`config.mk`:
```
export PLATFORM = sky130hd
export DESIGN_NAME = ebc_readout_seq
export DESIGN_NICKNAME = d
export VERILOG_FILES = /design/src/rtl/ebc_readout_seq.sv
export SDC_FILE = /design/constraint.sdc
export NUM_CORES = 1
export LEC_CHECK = 0
export ABC_AREA = 1
export ABC_CLOCK_PERIOD_IN_PS = 6700
export CAP_MARGIN = 20
export CORE_UTILIZATION = 28
export CTS_CLUSTER_DIAMETER = 80
export CTS_CLUSTER_SIZE = 20
export DETAILED_ROUTE_END_ITERATION = 10
export GPL_ROUTABILITY_DRIVEN = 0
export PLACE_DENSITY = 0.49
export SETUP_SLACK_MARGIN = 0.1
export SLEW_MARGIN = 20
export SYNTH_ARGS = -nofsm -noshare
export SYNTH_HDL_FRONTEND = slang
export SYNTH_SLANG_ARGS = --single-unit
```
`constraint.sdc`:
```
create_clock -name clk_i -period 6.7 [get_ports clk_i]
set_input_delay 1.675 -clock clk_i [delete_from_list [all_inputs] [get_ports clk_i]]
set_output_delay 1.675 -clock clk_i [all_outputs]
set_load 0.03 [all_outputs]
```
`src/rtl/ebc_readout_seq.sv`:
```
// EBC readout sequencer: round-robin row grant, column snapshot, one event per set column.
// Optional stall counter output is built when EBC_SEQ_STALL_CNT_EN is defined.

module ebc_readout_seq #(
    parameter  int ROWS = 8,
    parameter  int COLS = 8,
    parameter  int TS_W = 16,
    localparam int X_W  = $clog2(COLS),
    localparam int Y_W  = $clog2(ROWS)
) (
    input  logic                 clk_i,
    input  logic                 reset_i,
    input  logic                 enable_i,
    input  logic [ROWS*COLS-1:0] pix_req_i,
    input  logic                 evt_ready_i,
    output logic                 evt_valid_o,
    output logic [X_W-1:0]       evt_x_o,
    output logic [Y_W-1:0]       evt_y_o,
    output logic [TS_W-1:0]      evt_ts_o,
    output logic [ROWS*COLS-1:0] pix_ack_o,
    output logic                 row_release_o,
    output logic                 busy_o
`ifdef EBC_SEQ_STALL_CNT_EN
    ,
    output logic [15:0]          stall_cnt_o
`endif
);

    localparam int A_W = $clog2(ROWS*COLS);

    typedef enum logic [1:0] {S_IDLE, S_GRANT, S_SCAN, S_EMIT} state_t;

    state_t          r_state;
    logic [Y_W-1:0]  r_last_row;
    logic [Y_W-1:0]  r_sel_row;
    logic [COLS-1:0] r_col_snap;
    logic [TS_W-1:0] r_ts_cnt;
    logic [TS_W-1:0] r_grp_ts;
    logic            r_evt_valid;
    logic [X_W-1:0]  r_evt_x;
    logic [Y_W-1:0]  r_evt_y;
    logic [TS_W-1:0] r_evt_ts;
    logic            r_release;

    logic [ROWS-1:0] w_row_req;
    logic [Y_W-1:0]  w_sel_row;
    logic [Y_W-1:0]  w_idx;
    logic            w_found;
    logic [COLS-1:0] w_sel_slice;
    logic [X_W-1:0]  w_low_col;
    logic            w_handshake;
    logic [A_W-1:0]  w_ack_idx;

    always_comb begin
        for (int r = 0; r < ROWS; r++) begin
            w_row_req[r] = |pix_req_i[r*COLS +: COLS];
        end
    end

    // Round-robin search starting just after the last granted row, with wrap.
    always_comb begin
        // NOTE: every combinational output gets a default first so no path can infer a latch.
        w_sel_row = r_last_row;
        w_idx     = r_last_row;
        w_found   = 1'b0;
        for (int k = 0; k < ROWS; k++) begin
            w_idx = (w_idx == Y_W'(ROWS-1)) ? '0 : w_idx + 1'b1;
            if (w_row_req[w_idx] && !w_found) begin
                w_sel_row = w_idx;
                w_found   = 1'b1;
            end
        end
    end

    always_comb begin
        w_sel_slice = '0;
        for (int r = 0; r < ROWS; r++) begin
            if (Y_W'(r) == w_sel_row) begin
                w_sel_slice = pix_req_i[r*COLS +: COLS];
            end
        end
    end

    always_comb begin
        w_low_col = '0;
        for (int c = COLS-1; c >= 0; c--) begin
            if (r_col_snap[c]) begin
                w_low_col = X_W'(c);
            end
        end
    end

    // Acknowledge is combinational so it lands exactly in the handshake cycle.
    assign w_handshake = r_evt_valid & evt_ready_i;
    assign w_ack_idx   = A_W'(int'(r_evt_y) * COLS + int'(r_evt_x));
    assign pix_ack_o   = {{(ROWS*COLS-1){1'b0}}, w_handshake} << w_ack_idx;

    always_ff @(posedge clk_i or posedge reset_i) begin
        if (reset_i) begin
            r_state     <= S_IDLE;
            r_last_row  <= Y_W'(ROWS-1);
            r_sel_row   <= '0;
            r_col_snap  <= '0;
            r_ts_cnt    <= '0;
            r_grp_ts    <= '0;
            r_evt_valid <= 1'b0;
            r_evt_x     <= '0;
            r_evt_y     <= '0;
            r_evt_ts    <= '0;
            r_release   <= 1'b0;
        end else begin
            // NOTE: non-blocking updates so every register samples pre-edge values.
            r_ts_cnt  <= r_ts_cnt + 1'b1;
            r_release <= 1'b0;
            case (r_state)
                S_IDLE: begin
                    if (enable_i && (|w_row_req)) begin
                        r_state <= S_GRANT;
                    end
                end
                S_GRANT: begin
                    r_sel_row  <= w_sel_row;
                    r_col_snap <= w_sel_slice;
                    r_grp_ts   <= r_ts_cnt;
                    r_last_row <= w_sel_row;
                    r_state    <= S_SCAN;
                end
                S_SCAN: begin
                    if (!enable_i) begin
                        r_col_snap <= '0;
                        r_state    <= S_IDLE;
                    end else if (r_col_snap == '0) begin
                        r_release <= 1'b1;
                        r_state   <= S_IDLE;
                    end else begin
                        r_evt_x     <= w_low_col;
                        r_evt_y     <= r_sel_row;
                        r_evt_ts    <= r_grp_ts;
                        r_col_snap  <= r_col_snap & (r_col_snap - 1'b1);
                        r_evt_valid <= 1'b1;
                        r_state     <= S_EMIT;
                    end
                end
                S_EMIT: begin
                    if (evt_ready_i) begin
                        r_evt_valid <= 1'b0;
                        if (enable_i) begin
                            r_state <= S_SCAN;
                        end else begin
                            r_col_snap <= '0;
                            r_state    <= S_IDLE;
                        end
                    end
                end
                default: r_state <= S_IDLE;
            endcase
        end
    end

    assign evt_valid_o   = r_evt_valid;
    assign evt_x_o       = r_evt_x;
    assign evt_y_o       = r_evt_y;
    assign evt_ts_o      = r_evt_ts;
    assign row_release_o = r_release;
    assign busy_o        = (r_state != S_IDLE);

`ifdef EBC_SEQ_STALL_CNT_EN
    logic [15:0] r_stall_cnt;

    always_ff @(posedge clk_i or posedge reset_i) begin
        if (reset_i) begin
            r_stall_cnt <= '0;
        end else if (r_evt_valid && !evt_ready_i && (r_stall_cnt != 16'hFFFF)) begin
            r_stall_cnt <= r_stall_cnt + 1'b1;
        end
    end

    assign stall_cnt_o = r_stall_cnt;
`endif

endmodule

```
Word level (Yosys, flattened, before mapping)
Index checks and enable logic that the tools add are counted.
{ "totals": {"reg_bits": 72, "word_cells": 165, "out_inout_bits": 89} }
{ "classes": {"shift": 1, "magnitude_cmp": 8, "n_mux": 73, "n_addsub": 11, "bitwise_logic": 3, "n_eq_ne": 24, "reduce_logical": 34} }
{ "ops": {"columns": ["cell", "count"], "rows": [
  ["8-bit two-way mux", 12],
  ["3-bit two-way mux", 24],
  ["64-bit OR reduction", 1],
  ["8-bit OR reduction", 8],
  ["1-bit by 6-bit left shift with 64-bit output", 1],
  ["3-bit by 4-bit less-than comparator with 1-bit output, second input constant", 8],
  ["3-bit by 1-bit adder with 3-bit output, second input constant", 8],
  ["1-bit binary-select mux with 3-bit select", 8],
  ["3-bit == test, second input constant", 8],
  ["8-bit case mux with 3 select lines", 1],
  ["1-bit two-way mux", 21],
  ["16-bit by 1-bit adder with 16-bit output, second input constant", 1],
  ["3-bit == test, first input constant", 4],
  ["2-bit two-way mux", 5],
  ["2-bit inequality test, second input constant", 5],
  ["8-bit AND", 1],
  ["1-bit logical AND", 8],
  ["8-bit zero test", 1],
  ["2-bit case mux with 4 select lines", 1],
  ["4-bit AND reduction", 2],
  ["8-bit by 1-bit subtractor with 8-bit output, second input constant", 1],
  ["1-bit zero test", 7],
  ["6-bit by 3-bit adder with 6-bit output", 1],
  ["2-bit by 3-bit == test with 1-bit output, first input constant", 2],
  ["13 further kinds", 15]
]} }

Depth between registers and ports, before layout
{ "depth": {"word_depth": 36, "ltp_mapped": 32} }

Least setup slack after synthesis
No wires, ideal clock.
{ "synth_path": {"path_kind": "input port to output port", "startpoint": "input evt_ready_i", "endpoint": "output pix_ack_o[0]", "path_buffers": 0, "cell_stages": 4, "t_arrival_ps": 2963, "t_required_ps": 5025, "slack_ps": 2062, "path_cell_list": "inv_1 -> nor4_1 -> nand4_1 -> nor2_1"} }
{ "synth_via": {"elab_chain_len": 2} }
{ "synth_rtl": {"columns": ["item", "line_no", "rtl"], "rows": [
  ["start, declared", "15", "input logic evt_ready_i,"],
  ["1-bit AND", "94", "assign w_handshake = r_evt_valid & evt_ready_i;"],
  ["1-bit by 6-bit left shift with 64-bit output", "96", "assign pix_ack_o = {{(ROWS*COLS-1){1'b0}}, w_handshake} << w_ack_idx;"],
  ["end, declared", "20", "output logic [ROWS*COLS-1:0] pix_ack_o,"]
]} }
Every way passes these cells.

Worst setup path in the final report
{ "layout_path": {"startpoint": "input evt_ready_i", "endpoint": "output pix_ack_o[51]"} }
Same word-level chain as after synthesis.

==> flow_summary.toml <==
[outcome]
status = "complete, no violations"

[global_route]
grt_use_met2_pct = 28.1
grt_pass1_wl_microns = 26000
antenna_found_initial = 0
track_usage_pct = 17.4
busiest_layer = "met2"
grt.met3_usage_pct = 1.62
grt_max_degree = 73
use_met1_pct = 25.1
grt_pass1_vias = 5042
grt_overflow = 0

[placed_design]
dpl.hpwl_microns = 12500
io_buffers = 156
place_area_sq_mm = 0.00693

[sta]
fin_skew_ns = 0.00974
period_needed_ns = 5.53
fmax_mhz = 181
setup-violations-final = 0
rsz0062_at_grt = "no"
worst_slew_pin_slew_ns = 0.979
drv_slew = 0
relSlewSlack_pct = 34.6
fin_tns_setup_ns = 0
fin_crit_sh_pct = 82.6
finalHoldViolCount = 0

[worst_setup_path]
critPathMaxFanout = 8
crit_slowest_cell = "clkdlybuf4s50_1"
path_class = "in -> out"
crit_required_ns = 5.03
startpoint = "evt_ready_i"
cp_num_buf_inv = 2
crit_family = "buffers and inverters"
worstSetupEndpointType = "output pin"
reg2reg_depth = 24
r2r-start = "r_last_row[0]"
reg2reg_to = "r_col_snap[4]"
worstPathArrival_ns = 3.86
crit_path_max_incr_delay_ns = 0.70
r2r_setup_slack_ns = 2.11
cp-start-kind = "input port"
crit_chain = "clkdlybuf4s50_1 > nand3_1 > nor2_1 > nand4_1 > nor2_1 > clkdlybuf4s50_1"

[pwr]
swShare_pct = 56.5
power_density_mw_per_mm2 = 540
peakVddDrop_v = 0.000192
combPwrFrac_pct = 70.5
clockPowerShare_pct = 12.7
power.leakage_nw = 3.33
power_switching_mw = 2.21
p_seq_share_pct = 16.9
p_int_mw = 1.70

[cts]
clk_path_buf_depth = 2
cts_num_sinks = 72
postCtsSetupBuffers = 0
hold_buffers = 0
clkSlewWorstSetupHoldPaths_ns = 0.06
cts_buffers = 9
cts-root-buf = "clkbuf_16"
clkLatencyLatePin_ns = 0.33
cts_resized = 0
cts_max_level = 3
tritoncts = "yes"

[logic_synthesis]
ys_ff_latch = 72
yosys_warnings = 0
synth_nets = 869
syn_area_sq_mm = 0.00515
synth_cell_type_count = 37
netlist_instances = 796
synth_seq_area_share_pct = 35.1
avgSynthCellArea_sq_um = 6.47

[detailed_routing]
dr_total_vias = 5460
wl_microns = 16400
avgRoutedWirePerCell_microns = 13.9
drc = 0
drt-initial-drc-count = 327
drtAntennaViolNets = 0
viasPerCell = 4.64
drtPass1Iterations = 5

[floorplan]
row_count = 49
die-area_sq_mm = 0.0189
core_area_sq_mm = 0.0180
start_util_pct = 28.6
die_x_microns = 138
die_h_microns = 138
ioPinCount = 157

[layout]
nets = 1015
area_growth_pct = 40.7
drive_gt1_share_pct = 7.50
n_fill_cell = 1939
antenna_cells = 0
finalInstanceArea_sq_mm = 0.00724

[worst_hold_path]
holdCritPathClass = "reg -> reg"
hold_end = "r_ts_cnt[0]"
hp-start = "r_ts_cnt[0]"
holdPathStages = 1

[run]
cap_violations = 0
## worst max path at each step
| stage | to | slack (ns) | depth (start not counted) |
|---|---|---|---|
| after global routing | pix_ack_o[35] | 1.01 | 6 |
| after global placement | pix_ack_o[3] | 1.20 | 6 |
| after detailed placement | pix_ack_o[51] | 1.20 | 6 |
| after CTS | pix_ack_o[35] | 1.19 | 6 |
| final | pix_ack_o[51] | 1.17 | 6 |
| after floorplan | pix_ack_o[0] | 2.06 | 4 |
## cells by family after synthesis
| family | after synthesis | share of synthesized area [%] |
|---|---|---|
| and+or+nand+nor | 521 | 44.5 |
| buffers and inverters | 118 | 8.77 |
| DFF | 72 | 35.1 |
| AOI/OAI and AO/OA | 65 | 7.56 |
| xor gates and xnor gates | 15 | 2.92 |
| adders and majority gates | 5 | 1.21 |
## per-layer routing
layer  share of wire (%)  up-vias  wire [microns]
met2                  47      111            7660
met5                   0        -               0
met1                  49     2494            8030
met4                0.87        0             142
met3                 3.4       11             550
li1                    -     2844               -
## cell type report
type                            instances  area, sq um  share of cell area, %
Tap cell                              229          287                   3.96
Timing Repair Buffer                  161         1600                   22.1
Multi-Input combinational cell        606         2890                   39.9
Clock inverter                          5         62.6                  0.864
Sequential cell                        72         1810                   24.9
Inverter                               92          345                   4.77
Clock buffer                           11          253                   3.49
## Yosys cell counts (all sizes together)
cell type	n	area [sq um]
a211oi	1	7.51
a21oi	14	104
a22oi	1	7.51
a31oi	2	12.5
buf	3	20.0
clkbuf	23	86.3
clkinv	1	3.75
dfrtp	69	1730
dfstp	3	78.8
ha	5	62.6
inv	91	342
nand2	250	981
nand3	48	260
nand4	47	300
nor2	147	589
nor3	26	141
nor4	2	12.5
o2111a	1	11.3
o211ai	2	15.0
o21ai	43	223
o311ai	1	8.76
or2	1	6.26
xor2	15	150
## sequential cells by signal (all words and copies together) (netlist names), 2 cells and up
register	count
evt_ts_o	16
r_grp_ts	16
r_ts_cnt	16
r_col_snap	8
evt_x_o	3
evt_y_o	3
r_last_row	3
r_sel_row	3
r_state	2
## power groups by stage
stage / combinational [mW] / clock [mW] / sequential [mW]
after floorplan: 2.02 / 0 / 0.681
after global placement: 2.77 / 0 / 0.669
after detailed placement: 2.75 / 0 / 0.667
after CTS: 2.76 / 0.509 / 0.660
after global routing: 3.12 / 0.529 / 0.678
final: 2.75 / 0.496 / 0.659
## worst reg2reg max path, cell delays in order, from the launching register on
cell and delay (ns):
dfstp_2 0.39, ha_1 0.19, ha_1 0.20, nor2_2 0.38
clkinv_1 0.38, ha_1 0.36, xor2_4 0.27, inv_2 0.10
nand2_2 0.07, nand2_2 0.06, nand2_1 0.10, nand2_2 0.09
nor2_4 0.14, nand2_2 0.10, nor4_1 0.27, nor2_1 0.13
a21oi_4 0.45, inv_2 0.15, nor2_2 0.24, nand2_1 0.08
nand3_1 0.09, nor2_1 0.05, nand4_1 0.10, nand2_1 0.08
nand2_1 0.06
## through the flow
step / total power [mW] / util [%] / worst slack [ns] / hold WS [ns] / std cells
finish: 3.91 / 40.2 / 1.17 / 0.457 / 1176
floorplan: 2.70 / - / 2.06 / 0.424 / 796
global placement: 3.44 / 38.4 / 1.20 / 0.450 / 1160
CTS: 3.93 / 40.2 / 1.19 / 0.462 / 1176
global route: 4.33 / 40.2 / 1.01 / 0.472 / 1176
detailed placement: 3.42 / 38.4 / 1.20 / 0.451 / 1160
## cell usage in the layout (no fill, tap or decap), types with 25 or more instances in the layout
cell type,n
clkdlybuf4s50_1,156
dfrtp_1,69
inv_1,85
nand2_1,235
nand3_1,44
nand4_1,46
nor2_1,136
nor3_1,25
o21ai_0,41
No activity file was read; power rests on OpenSTA's default activity.
